### src/rtl/add_rc_ctrl.sv
// add_rc_ctrl: sequencer for an add-round-constant pass over 64 slices.
// Each slice takes three cycles: LOAD (input slice), XOR (feedback), WRITE.
// Build option: define ADD_RC_CTRL_ROUND_AUTO_EN to use an internal round
// counter for the LUT address instead of the externally supplied round_in.
module add_rc_ctrl (
  input  logic       clk,
  input  logic       rst,
  input  logic       start,
  input  logic       co,
  input  logic [4:0] round_in,
  input  logic       round_clr,
  output logic       ld,
  output logic       sel_in,
  output logic       inc_counter,
  output logic       counter_rst,
  output logic       write,
  output logic [4:0] address,
  output logic       ready,
  output logic       busy,
  output logic       done,
  output logic       round_last
);

  typedef enum logic [2:0] {
    S_IDLE  = 3'd0,
    S_INIT  = 3'd1,
    S_LOAD  = 3'd2,
    S_XOR   = 3'd3,
    S_WRITE = 3'd4,
    S_DONE  = 3'd5
  } state_t;

  localparam logic [4:0] LAST_ROUND = 5'd23;

  state_t     state_r;
  state_t     state_nxt_s;
  logic       ld_r;
  logic       sel_in_r;
  logic       counter_rst_r;
  logic       write_r;
  logic       ready_r;
  logic       busy_r;
  logic       done_r;
  logic [4:0] addr_r;

  // Next-state selection; start is only looked at in IDLE and co only in WRITE.
  always_comb begin
    state_nxt_s = state_r;
    case (state_r)
      S_IDLE: begin
        if (start) begin
          state_nxt_s = S_INIT;
        end else begin
          state_nxt_s = S_IDLE;
        end
      end
      S_INIT:  state_nxt_s = S_LOAD;
      S_LOAD:  state_nxt_s = S_XOR;
      S_XOR:   state_nxt_s = S_WRITE;
      S_WRITE: begin
        if (co) begin
          state_nxt_s = S_DONE;
        end else begin
          state_nxt_s = S_LOAD;
        end
      end
      S_DONE:  state_nxt_s = S_IDLE;
      default: state_nxt_s = S_IDLE;
    endcase
  end

  // State register with Moore outputs pre-decoded from the next state so they
  // line up exactly with the state they belong to.
  always_ff @(posedge clk) begin
    if (rst) begin
      state_r       <= S_IDLE;
      ld_r          <= 1'b0;
      sel_in_r      <= 1'b0;
      counter_rst_r <= 1'b0;
      write_r       <= 1'b0;
      ready_r       <= 1'b1;
      busy_r        <= 1'b0;
      done_r        <= 1'b0;
    end else begin
      state_r       <= state_nxt_s;
      ld_r          <= (state_nxt_s == S_LOAD) || (state_nxt_s == S_XOR);
      sel_in_r      <= (state_nxt_s == S_XOR);
      counter_rst_r <= (state_nxt_s == S_INIT);
      write_r       <= (state_nxt_s == S_WRITE);
      ready_r       <= (state_nxt_s == S_IDLE);
      busy_r        <= (state_nxt_s == S_INIT) || (state_nxt_s == S_LOAD) ||
                       (state_nxt_s == S_XOR)  || (state_nxt_s == S_WRITE);
      done_r        <= (state_nxt_s == S_DONE);
    end
  end

`ifdef ADD_RC_CTRL_ROUND_AUTO_EN
  logic [4:0] unused_round_in_s;
  assign unused_round_in_s = round_in;

  // Internal round counter: advances as DONE is left, wraps after the last
  // round; a clear request wins over the DONE increment.
  always_ff @(posedge clk) begin
    if (rst) begin
      addr_r <= 5'd0;
    end else if (round_clr) begin
      addr_r <= 5'd0;
    end else if (state_r == S_DONE) begin
      if (addr_r == LAST_ROUND) begin
        addr_r <= 5'd0;
      end else begin
        addr_r <= addr_r + 5'd1;
      end
    end else begin
      addr_r <= addr_r;
    end
  end
`else
  logic unused_round_clr_s;
  assign unused_round_clr_s = round_clr;

  // Capture the external round index when a pass is accepted and hold it so
  // the LUT address cannot move mid-pass.
  always_ff @(posedge clk) begin
    if (rst) begin
      addr_r <= 5'd0;
    end else if ((state_r == S_IDLE) && start) begin
      addr_r <= round_in;
    end else begin
      addr_r <= addr_r;
    end
  end
`endif

  assign ld          = ld_r;
  assign sel_in      = sel_in_r;
  assign counter_rst = counter_rst_r;
  assign write       = write_r;
  assign ready       = ready_r;
  assign busy        = busy_r;
  assign done        = done_r;
  assign address     = addr_r;
  // The last slice suppresses the increment so the slice counter stays at 63.
  assign inc_counter = write_r & ~co;
  assign round_last  = done_r & (addr_r == LAST_ROUND);

endmodule

### config.mk
export PLATFORM = sky130hd
export DESIGN_NAME = add_rc_ctrl
export DESIGN_NICKNAME = d
export VERILOG_FILES = /design/src/rtl/add_rc_ctrl.sv
export SDC_FILE = /design/constraint.sdc
export NUM_CORES = 1
export LEC_CHECK = 0
export CORE_MARGIN = 4
export CORE_UTILIZATION = 36
export CTS_CLUSTER_SIZE = 40
export DETAILED_ROUTE_END_ITERATION = 16
export HOLD_SLACK_MARGIN = 0.02
export PLACE_DENSITY = 0.71
export SYNTH_ARGS = -nofsm -noshare
export SYNTH_HDL_FRONTEND = slang
export SYNTH_SLANG_ARGS = --single-unit
### constraint.sdc
create_clock -name clk -period 1.24 [get_ports clk]
set_input_delay 0.248 -clock clk [delete_from_list [all_inputs] [get_ports clk]]
set_output_delay 0.248 -clock clk [all_outputs]
set_load 0.01 [all_outputs]
==> flow_metrics.env <==
export IMPL_run_status="completed"
export IMPL_rsz0062_at_grt="yes"
export IMPL_max_clock_freq_mhz=825
export IMPL_start_util_pct=38.0
export IMPL_cts_sinks=15
export IMPL_synth_cell_types=23
export IMPL_instances_no_fill=109
export IMPL_crit_path_end_kind="output pin"
export IMPL_wirelength_um=1330
export IMPL_final_cell_mix="buf_4, dfxtp_1, nor2_1, clkdlybuf4s50_1, dlygate4sd2_1"
export IMPL_final_max_slew_violation_count=0
export IMPL_die_w_um=47.9
export IMPL_crit_path_top_delay_cell="dfxtp_1"
export IMPL_ys_ff_latch=15
export IMPL_clkTransAtPathRegs_ps=70
export IMPL_rows=14
export IMPL_numPlacedInstances=105
export IMPL_max_stage_delay_ps=310
export IMPL_grt_usage_pct=13.5
export IMPL_layout_commonest_cell="buf_4"
export IMPL_hold_viol=0
export IMPL_path_class="flop to output pin"
export IMPL_ff2ff_path_depth=4
export IMPL_cp_start_kind="flop"
export IMPL_overflow=0
export IMPL_cp_arrival_ps=960
export IMPL_cts_max_level=1
export IMPL_dieArea_um2=2290
export IMPL_cts_buffers_inserted=3
export IMPL_antenna_found_initial=0
export IMPL_r2r_start="state_r[1]"
export IMPL_min_period_ps=1210
export IMPL_relSlewSlack_pct=74.5
export IMPL_drcViolationCount=0
export IMPL_syn_area_per_cell_um2=10.4
export IMPL_crit_buf_inv=1
export IMPL_hold_buffers=0
export IMPL_grt_max_degree=11
export IMPL_die_h_um=47.9
export IMPL_area_growth_pct=58.6
export IMPL_post_dp_hpwl_um=1060
export IMPL_syn_nets=65
export IMPL_vias=530
export IMPL_syn_area_um2=572
export IMPL_worst_slew_pin_slew_ps=382
export IMPL_fin_tns_setup_ps=0
export IMPL_yosysWarnings=0
export IMPL_required_ps=990
export IMPL_core_area_um2=1510
export IMPL_crit_chain="nand4b_1 > nor2_1 > buf_2"
export IMPL_r2r_end="address[4]"
export IMPL_holdPathStages=3
export IMPL_fin_crit_sh_pct=97.8
export IMPL_cap_violations=0
export IMPL_hp_class="input pin to flop"
export IMPL_ir_drop_mv=1.01
export IMPL_cp_max_fo=2
export IMPL_drt_pass1_iter_count=4
export IMPL_grt_pass1_vias=464
export IMPL_power_density_nw_per_um2=1200
export IMPL_min_to="ready"
export IMPL_finish_utilization_pct=60.2
export IMPL_root_buffer="clkbuf_4"
export IMPL_layout_nets=104
export IMPL_p_leak_nw=0.421
export IMPL_place_gp_congestion=0.716
export IMPL_yosysSeqAreaShare_pct=52.5
export IMPL_dpl_instance_area_um2=907
export IMPL_drive_gt1_share_pct=34.4
export IMPL_detail_route_wl_per_cell_um=12.2
export IMPL_pin_count=24
export IMPL_r2r_slack_ps=100
export IMPL_viasPerCell=4.86
export IMPL_fin_skew_ps=3.02
export IMPL_crit_family="flip-flops"
export IMPL_portBuffers=22
export IMPL_cts_tree="done"
export IMPL_clk_path_buf_depth=2
export IMPL_p_total_w=0.00109
export IMPL_fin_area_um2=907
export IMPL_grt_first_pass_wirelength_um=2020
export IMPL_drt_iter0_drc=6
export IMPL_diodes=0
export IMPL_worstSkewPairLatency_ps=280
export IMPL_ant_nets=0
export IMPL_syn_inst=55
export IMPL_min_from="start"
export IMPL_finalSetupViolations=0
==> registers in the layout, summed over array words and instances (netlist names) <==
name	count
done	1
ready	1
address	5
state_r	3
busy	1
ld	1
write	1
counter_rst	1
sel_in	1
==> logic make-up after synthesis <==
kind of cell	count (synthesis)	synth area share, %
compound gates	5	5.91
xor+xnor	1	1.53
buf+inv	4	4.38
flops	15	52.5
mux	5	8.75
simple gates	25	26.9
==> routing by layer <==
layer | track usage (%) | wire [um] | vias to the layer above
li1 | - | - | 269
met1 | 15.0 | 510 | 244
met2 | 20.6 | 696 | 13
met3 | 5.64 | 68 | 4
met4 | 9.68 | 51 | 0
met5 | 0 | 0 | -
==> layout make-up <==
| type | count | area [um2] |
|---|---|---|
| Clock buffer | 4 | 26.3 |
| Fill cell | 138 | 599 |
| Multi-Input combinational cell | 36 | 253 |
| Sequential cell | 15 | 304 |
| Tap cell | 16 | 20.0 |
| Timing Repair Buffer | 38 | 304 |
==> tightest hold or removal path, delay by kind of cell <==
kind / cells / cell delay [ps]
AND/OR/NAND/NOR: 2 / 210
buffers and inverters: 1 / 130
==> repair_timing <==
item / 4_1_cts / 5_1_grt
gates cloned: 0 / 0
setup endpoints to repair: 14 / 12
buffers inserted: 0 / 0
resized for setup: 27 / 11
pin swaps: 0 / 1
==> metrics by stage <==
step	hold slack, ps	setup slack [ps]
floorplan	325	11.7
global placement	516	-318
detailed placement	548	-345
CTS	559	9.18
global route	395	-36.5
finish	370	27.4
==> synth_stat cells <==
| cell | instances | area (um2) |
|---|---|---|
| a21oi_1 | 1 | 5.00 |
| nor4_1 | 1 | 6.26 |
| dfxtp_1 | 15 | 300 |
| nand4b_1 | 1 | 8.76 |
| nand3_1 | 2 | 10.0 |
| nor4b_4 | 1 | 23.8 |
| o21ai_0 | 1 | 5.00 |
| nand2b_2 | 1 | 8.76 |
| nor4b_1 | 1 | 8.76 |
| nor3_1 | 1 | 5.00 |
| xnor2_1 | 1 | 8.76 |
| nor2b_1 | 2 | 12.5 |
| nor2_1 | 10 | 37.5 |
| nand3b_1 | 2 | 15.0 |
| nand2_1 | 1 | 3.75 |
| nand2b_1 | 1 | 6.26 |
| a2111oi_0 | 1 | 8.76 |
| mux2i_1 | 5 | 50.1 |
| or4_1 | 1 | 7.51 |
| buf_2 | 2 | 10.0 |
| clkbuf_1 | 1 | 3.75 |
| buf_6 | 1 | 11.3 |
| o31ai_1 | 2 | 15.0 |
==> worst max-delay path by stage <==
| stage | depth (start not counted) | end | startpoint | slack (ps) |
|---|---|---|---|---|
| after floorplan | 4 | address[0] | state_r[1] | 10 |
| final | 3 | round_last | address[3] | 30 |
| after detailed placement | 3 | inc_counter | co | -340 |
| after global placement | 3 | inc_counter | co | -320 |
| after CTS | 3 | round_last | address[3] | 9 |
| after global routing | 3 | round_last | address[3] | -40 |
==> power by group <==
group	leakage (nW)	internal (W)	total (W)	switching, W
sequential	0.125	0.000528	0.000554	0.0000262
combinational	0.282	0.000162	0.000279	0.000117
clock	0.0150	0.000125	0.000259	0.000134
Power figures use the tool's default switching activity.
